File: src/rtl/phase_timer_sched_pkg.sv
// Shared encodings for the intersection phase timer:
// decoder phase codes, light codes and scheduler states.
package phase_pkg;

  localparam logic [2:0] PH_SUD     = 3'b000;
  localparam logic [2:0] PH_EST     = 3'b001;
  localparam logic [2:0] PH_VEST    = 3'b010;
  localparam logic [2:0] PH_NORD    = 3'b011;
  localparam logic [2:0] PH_PIETONI = 3'b100;
  localparam logic [2:0] PH_SERVICE = 3'b111;

  localparam logic [1:0] LT_RED    = 2'b00;
  localparam logic [1:0] LT_GREEN  = 2'b01;
  localparam logic [1:0] LT_YELLOW = 2'b10;
  localparam logic [1:0] LT_OFF    = 2'b11;

  localparam int RDY_S = 0;
  localparam int RDY_E = 1;
  localparam int RDY_V = 2;
  localparam int RDY_N = 3;
  localparam int RDY_P = 4;

  typedef enum logic [2:0] {
    ST_WAIT,
    ST_GREEN,
    ST_YELLOW,
    ST_WALK,
    ST_DONE,
    ST_SVC
  } state_e;

endpackage

File: src/rtl/phase_timer_sched_tick_counter.sv
// Loadable down-counter stepped by the divider tick.
// last is registered: it marks the tick that took the count from 1 to 0.
module tick_counter #(
  parameter int CNT_W = 8
) (
  input  logic             clk,
  input  logic             rst,
  input  logic             tick,
  input  logic             load,
  input  logic [CNT_W-1:0] load_val,
  output logic             last
);

  logic [CNT_W-1:0] cnt_q, cnt_d;
  logic             last_q, last_d;

  always_comb begin
    cnt_d  = cnt_q;
    last_d = 1'b0;
    if (load) begin
      cnt_d = load_val;
    end else if (tick && (cnt_q != '0)) begin
      cnt_d  = cnt_q - CNT_W'(1);
      last_d = (cnt_q == CNT_W'(1));
    end
  end

  always_ff @(posedge clk) begin
    if (rst) begin
      cnt_q  <= '0;
      last_q <= 1'b0;
    end else begin
      cnt_q  <= cnt_d;
      last_q <= last_d;
    end
  end

  assign last = last_q;

endmodule

File: src/rtl/phase_timer_sched.sv
// Phase timer: times green/yellow/walk intervals for the phase
// decoder, pulses ready_* per phase and drives light/walk outputs.
import phase_pkg::*;

module phase_timer_sched #(
  parameter int GREEN_TICKS  = 20,
  parameter int YELLOW_TICKS = 4,
  parameter int PED_TICKS    = 15,
  parameter int CNT_W        = 8
) (
  input  logic       clk,
  input  logic       rst,
  input  logic       tick,
  input  logic [2:0] stare_semafor,
  input  logic       button,
  input  logic       service,
  output logic       ready_S,
  output logic       ready_E,
  output logic       ready_V,
  output logic       ready_N,
  output logic       ready_P,
  output logic [1:0] light,
  output logic       ped_walk,
  output logic       ped_pending
);

  localparam int MAX_GY = (GREEN_TICKS > YELLOW_TICKS) ?
                          GREEN_TICKS : YELLOW_TICKS;
  localparam int MAX_T  = (MAX_GY > PED_TICKS) ? MAX_GY : PED_TICKS;

  if (CNT_W < 1 || MAX_T > (2 ** CNT_W) - 1) begin : g_bad_cnt_w
    $error("CNT_W too narrow for the longest interval");
  end
  if (GREEN_TICKS < 1 || YELLOW_TICKS < 1 || PED_TICKS < 1) begin : g_bad_ticks
    $error("interval lengths must be at least one tick");
  end

  state_e           state_q, state_d;
  logic [2:0]       prev_phase_q;
  logic [4:0]       ready_q, ready_d;
  logic [1:0]       light_q, light_d;
  logic             ped_walk_q, ped_walk_d;
  logic             ped_pending_q, ped_pending_d;
  logic             ped_clr;
  logic             cnt_load;
  logic [CNT_W-1:0] cnt_val;
  logic             last;
  logic             entry;
  logic             vehicle;

  assign entry   = (stare_semafor != prev_phase_q);
  assign vehicle = (stare_semafor[2] == 1'b0);

  tick_counter #(
    .CNT_W (CNT_W)
  ) u_cnt (
    .clk      (clk),
    .rst      (rst),
    .tick     (tick),
    .load     (cnt_load),
    .load_val (cnt_val),
    .last     (last)
  );

  always_ff @(posedge clk) begin
    if (rst) begin
      state_q       <= ST_WAIT;
      prev_phase_q  <= PH_SERVICE;
      ready_q       <= '0;
      light_q       <= LT_RED;
      ped_walk_q    <= 1'b0;
      ped_pending_q <= 1'b0;
    end else begin
      state_q       <= state_d;
      prev_phase_q  <= stare_semafor;
      ready_q       <= ready_d;
      light_q       <= light_d;
      ped_walk_q    <= ped_walk_d;
      ped_pending_q <= ped_pending_d;
    end
  end

  // Priority: service request, then phase entry, then tick-driven progress.
  always_comb begin
    state_d = state_q;
    if (service) begin
      state_d = ST_SVC;
    end else if (entry) begin
      if (vehicle) begin
        state_d = ST_GREEN;
      end else if (stare_semafor == PH_PIETONI) begin
        state_d = ped_pending_q ? ST_WALK : ST_DONE;
      end else if (stare_semafor == PH_SERVICE) begin
        state_d = ST_SVC;
      end else begin
        state_d = ST_WAIT;
      end
    end else begin
      unique case (state_q)
        ST_GREEN:  if (last) state_d = ST_YELLOW;
        ST_YELLOW: if (last) state_d = ST_DONE;
        ST_WALK:   if (last) state_d = ST_DONE;
        ST_SVC:    state_d = ST_WAIT;
        default:   state_d = state_q;
      endcase
    end
  end

  always_comb begin
    ready_d    = '0;
    light_d    = light_q;
    ped_walk_d = ped_walk_q;
    ped_clr    = 1'b0;
    cnt_load   = 1'b0;
    cnt_val    = CNT_W'(GREEN_TICKS);
    if (service) begin
      ped_walk_d = 1'b0;
      if (state_q != ST_SVC) begin
        light_d = LT_YELLOW;
      end else if (tick) begin
        light_d = (light_q == LT_YELLOW) ? LT_OFF : LT_YELLOW;
      end
    end else if (entry) begin
      ped_walk_d = 1'b0;
      light_d    = LT_RED;
      if (vehicle) begin
        cnt_load = 1'b1;
        light_d  = LT_GREEN;
      end else if (stare_semafor == PH_PIETONI) begin
        if (ped_pending_q) begin
          cnt_load   = 1'b1;
          cnt_val    = CNT_W'(PED_TICKS);
          ped_walk_d = 1'b1;
        end else begin
          ready_d[RDY_P] = 1'b1;
        end
      end else if (stare_semafor == PH_SERVICE) begin
        light_d = LT_YELLOW;
      end
    end else begin
      unique case (state_q)
        ST_GREEN: begin
          if (last) begin
            cnt_load = 1'b1;
            cnt_val  = CNT_W'(YELLOW_TICKS);
            light_d  = LT_YELLOW;
          end
        end
        ST_YELLOW: begin
          if (last) ready_d[stare_semafor[1:0]] = 1'b1;
        end
        ST_WALK: begin
          if (last) begin
            ped_walk_d     = 1'b0;
            ped_clr        = 1'b1;
            ready_d[RDY_P] = 1'b1;
          end
        end
        ST_SVC:  light_d = LT_RED;
        default: light_d = light_q;
      endcase
    end
    ped_pending_d = ped_pending_q;
    if (button && state_q != ST_WALK) ped_pending_d = 1'b1;
    if (ped_clr) ped_pending_d = 1'b0;
  end

  assign ready_S     = ready_q[RDY_S];
  assign ready_E     = ready_q[RDY_E];
  assign ready_V     = ready_q[RDY_V];
  assign ready_N     = ready_q[RDY_N];
  assign ready_P     = ready_q[RDY_P];
  assign light       = light_q;
  assign ped_walk    = ped_walk_q;
  assign ped_pending = ped_pending_q;

endmodule
File: config.mk
export PLATFORM = sky130hd
export DESIGN_NAME = phase_timer_sched
export DESIGN_NICKNAME = d
export VERILOG_FILES = /design/src/rtl/phase_timer_sched_pkg.sv /design/src/rtl/phase_timer_sched_tick_counter.sv /design/src/rtl/phase_timer_sched.sv
export SDC_FILE = /design/constraint.sdc
export NUM_CORES = 1
export LEC_CHECK = 0
export ABC_AREA = 1
export BUFFER_PORTS_ARGS = -buffer_cell sky130_fd_sc_hd__buf_4
export CAP_MARGIN = 10
export CELL_PAD_IN_SITES_DETAIL_PLACEMENT = 0
export CELL_PAD_IN_SITES_GLOBAL_PLACEMENT = 1
export CORE_ASPECT_RATIO = 0.9
export CORE_UTILIZATION = 40
export CTS_CLUSTER_DIAMETER = 100
export DETAILED_ROUTE_END_ITERATION = 8
export PLACE_DENSITY_LB_ADDON = 0.1
export SLEW_MARGIN = 20
export SYNTH_ARGS = -nofsm -noshare
export SYNTH_HDL_FRONTEND = slang
export SYNTH_SLANG_ARGS = --single-unit
File: constraint.sdc
create_clock -name clk -period 4.23 [get_ports clk]
set_input_delay 0.2115 -clock clk [delete_from_list [all_inputs] [get_ports clk]]
set_output_delay 0.2115 -clock clk [all_outputs]
set_load 0.1 [all_outputs]
==> metrics.yaml <==
status:
  outcome: "finished clean"
power_and_ir_drop:
  swShare_pct: 36.6
  p_per_area_mw_per_mm2: 390
  intPower_mw: 0.381
  total_power_mw: 0.602
  leakage_nw: 0.723
  ir_worst_vdd_mv: 0.170
  p_comb_share_pct: 33.5
  p_seq_share_pct: 44.8
  p_switching_mw: 0.220
  pwr-share-clk_pct: 21.7
yosys:
  synth_seq_cells: 24
  yosysTopAreaCell: "dfxtp_1"
  synth_cells: 194
  synthSimpleGateAreaFrac_pct: 40.1
  synthFlopType: "dfxtp_1"
  synth_xor_area_share_pct: 3.89
  synth_edf_count: 0
  syn-cell-area_mm2: 0.00135
  avgSynthCellArea_um2: 6.97
  synth_top_family_by_area: "simple AND/OR/NAND/NOR gates"
  synth.yosys.seq_area_share_pct: 35.5
  yosys_warnings: 0
  synthMuxAreaShare_pct: 0
  synth.area.top_cells: "dfxtp_1 36%, nand2_1 14%, nor2_1 6.9%"
  synthAdderAreaFrac_pct: 2.78
  synth_nets: 205
  postSynth.asyncResetShare_pct: 0
  synth_compound_area_share_pct: 8.70
  synth_top_area_share_pct: 35.5
  ys_types: 29
timing:
  hold_violations: 0
  slew_headroom_pct: 70.6
  min_period_ps: 1520
  timing.fmax_mhz: 659
  tightest_slew_ps: 438
  period_share_pct: 35.9
  setup_tns_ps: 0
  finalSetupViolations: 0
  fin_worst_skew_ps: 4.88
  final_max_slew_viol_count: 0
  grt_setup_unrepaired: "no"
  setup_ws_ps: 2710
detailed_routing:
  via_per_inst: 4.70
  drc: 0
  drt_wl_total_mm: 2.81
  via_count: 1190
  ant_nets: 0
  drtPass1Iterations: 5
  post_drt_wl_per_cell_um: 11.1
  first_iter_violations: 98
place:
  dp_slack_ps: 2640
  dpl_cell_area_mm2: 0.00150
  hpwl_mm: 2.30
  post-place-cells: 250
  portBuffers: 16
  place.gp.congestion: 0.816
global_route:
  grt_antenna_before_repair: 0
  grt_pass1_wl_mm: 4.87
  grt_util_met3_pct: 5.00
  busiest_layer: "met2"
  grt_util_met1_pct: 24.6
  overflow: 0
  grt_max_degree: 13
  grtUsageMet2_pct: 26.4
  grt_pass1_vias: 1078
  gr-usage-all-layers_pct: 17.3
cells_and_area:
  syn_to_final_growth_pct: 14.2
  final_net_count: 224
  num_antenna_cells: 0
  layout_commonest_cell: "nand2_1"
  stdcell_count: 253
  final_area_mm2: 0.00154
  n_fill_cell: 341
  layout-drive-gt1-share_pct: 20.9
  final_cell_mix: "52 x nand2_1, 25 x nor2_1, 24 x dfxtp_1, 19 x inv_1, 16 x buf_4"
die:
  rows: 19
  ios: 17
  initial_utilization_pct: 43.1
  die_w_um: 63.3
  fp.dieArea_mm2: 0.00362
  die_y_um: 57.2
  coreArea_mm2: 0.00314
setup_path:
  cp_max_fo: 11
  crit_path_frequent_cell: "nand2_1"
  endpoint_kind: "register"
  worst-path-buf-inv: 2
  required_ps: 4390
  crit_arrival_ps: 1680
  cp_slowest_cell: "dfxtp_1"
  critPathTopFamily: "simple AND/OR/NAND/NOR gates"
  critPathMaxStageDelay_ps: 320
  reg2reg_to: "u_cnt.cnt_q[0]"
  worstReg2RegStart: "prev_phase_q[2]"
  crit_type: "register to register"
  cp_cell_sequence: "inv_1 -> nand2_1 -> nand2_1 -> nand3_2 -> nand2_1 -> nand3_4 -> nand2_4 -> inv_2 -> nor2_1 -> nor2_1"
  reg2reg_slack_ps: 2710
  rr_worst_depth: 10
  crit_path_start_kind: "register"
cts:
  cts_tree: "built"
  insertion_delay_ps: 260
  cts_setup_buffers: 0
  clkTransAtPathRegs_ps: 80
  cts.hold.buffers_added: 0
  root_buffer: "clkbuf_8"
  numCtsBuffers: 3
  cts-resized-gates: 0
  cts_sinks: 24
  htree_num_levels: 1
  cts_buffer_depth: 2
hold_path:
  holdPathStages: 2
  min_to: "ready_q[0]"
  hp-start: "stare_semafor[0]"
  hp-class: "input port to register"
run:
  drv_cap: 0
per-stage QoR:
stage                     hold WS [ps]  utilization [%]
after CTS                          163             49.2
after global routing               158             49.2
after global placement             434             47.9
after floorplan                    274                -
after detailed placement           442             47.9
final                              171             49.2
power groups by stage:
stage	registers, mW	clock network, mW	logic [mW]
final	0.269	0.131	0.202
after global routing	0.272	0.146	0.230
after CTS	0.269	0.137	0.202
after detailed placement	0.274	0	0.201
after global placement	0.274	0	0.201
after floorplan	0.287	0	0.147
worst max-delay path by stage:
stage	from	end	slack, ps	depth (start not counted)
after floorplan	ped_pending	u_cnt.cnt_q[0]	2400	7
after global placement	stare_semafor[0]	u_cnt.cnt_q[1]	2700	11
after detailed placement	stare_semafor[2]	u_cnt.cnt_q[0]	2640	11
after CTS	prev_phase_q[2]	u_cnt.cnt_q[0]	2720	10
after global routing	prev_phase_q[2]	u_cnt.cnt_q[0]	2550	10
final	prev_phase_q[2]	u_cnt.cnt_q[0]	2710	10
state kept, by name, indices dropped and copies added (netlist names):
signal / cells
u_cnt.cnt_q: 8
ready_q: 5
prev_phase_q: 3
state_q: 3
light: 2
ped_pending: 1
ped_walk: 1
u_cnt.last: 1
cells in the mapped netlist (2+ instances only):
cell     instances
nor3_1           7
buf_6            2
nor2_1          25
inv_1           19
nand2_2          5
o21ai_0          2
dfxtp_1         24
ha_1             3
o21ai_1          3
a21oi_1          9
nand4_1          3
nand2_1         52
inv_2            6
nand3_1         10
xor2_1           3
nand3_2          4
nor2_2           3
xnor2_1          3
final cells by class:
class,count,area [um^2],area share [%]
tap,42,52.6,3.40
inverter,26,100,6.48
multi-input combinational,142,749,48.5
timing repair buffer,16,120,7.78
clock buffer,3,41.3,2.67
sequential,24,480,31.1
logic make-up (layout without fill, tap and decap cells):
logic type      after synthesis  after routing
compound gates               19             19
xor+xnor                      6              6
fa+ha+maj                     3              3
buf+inv                      28             45
flops                        24             24
simple gates                114            114
metal layers:
layer / vias to the layer above / wire (um)
li1: 649 / -
met1: 517 / 1480
met2: 22 / 1170
met3: 2 / 136
met4: 0 / 19
met5: - / 0
Power figures use the tool's default switching activity.
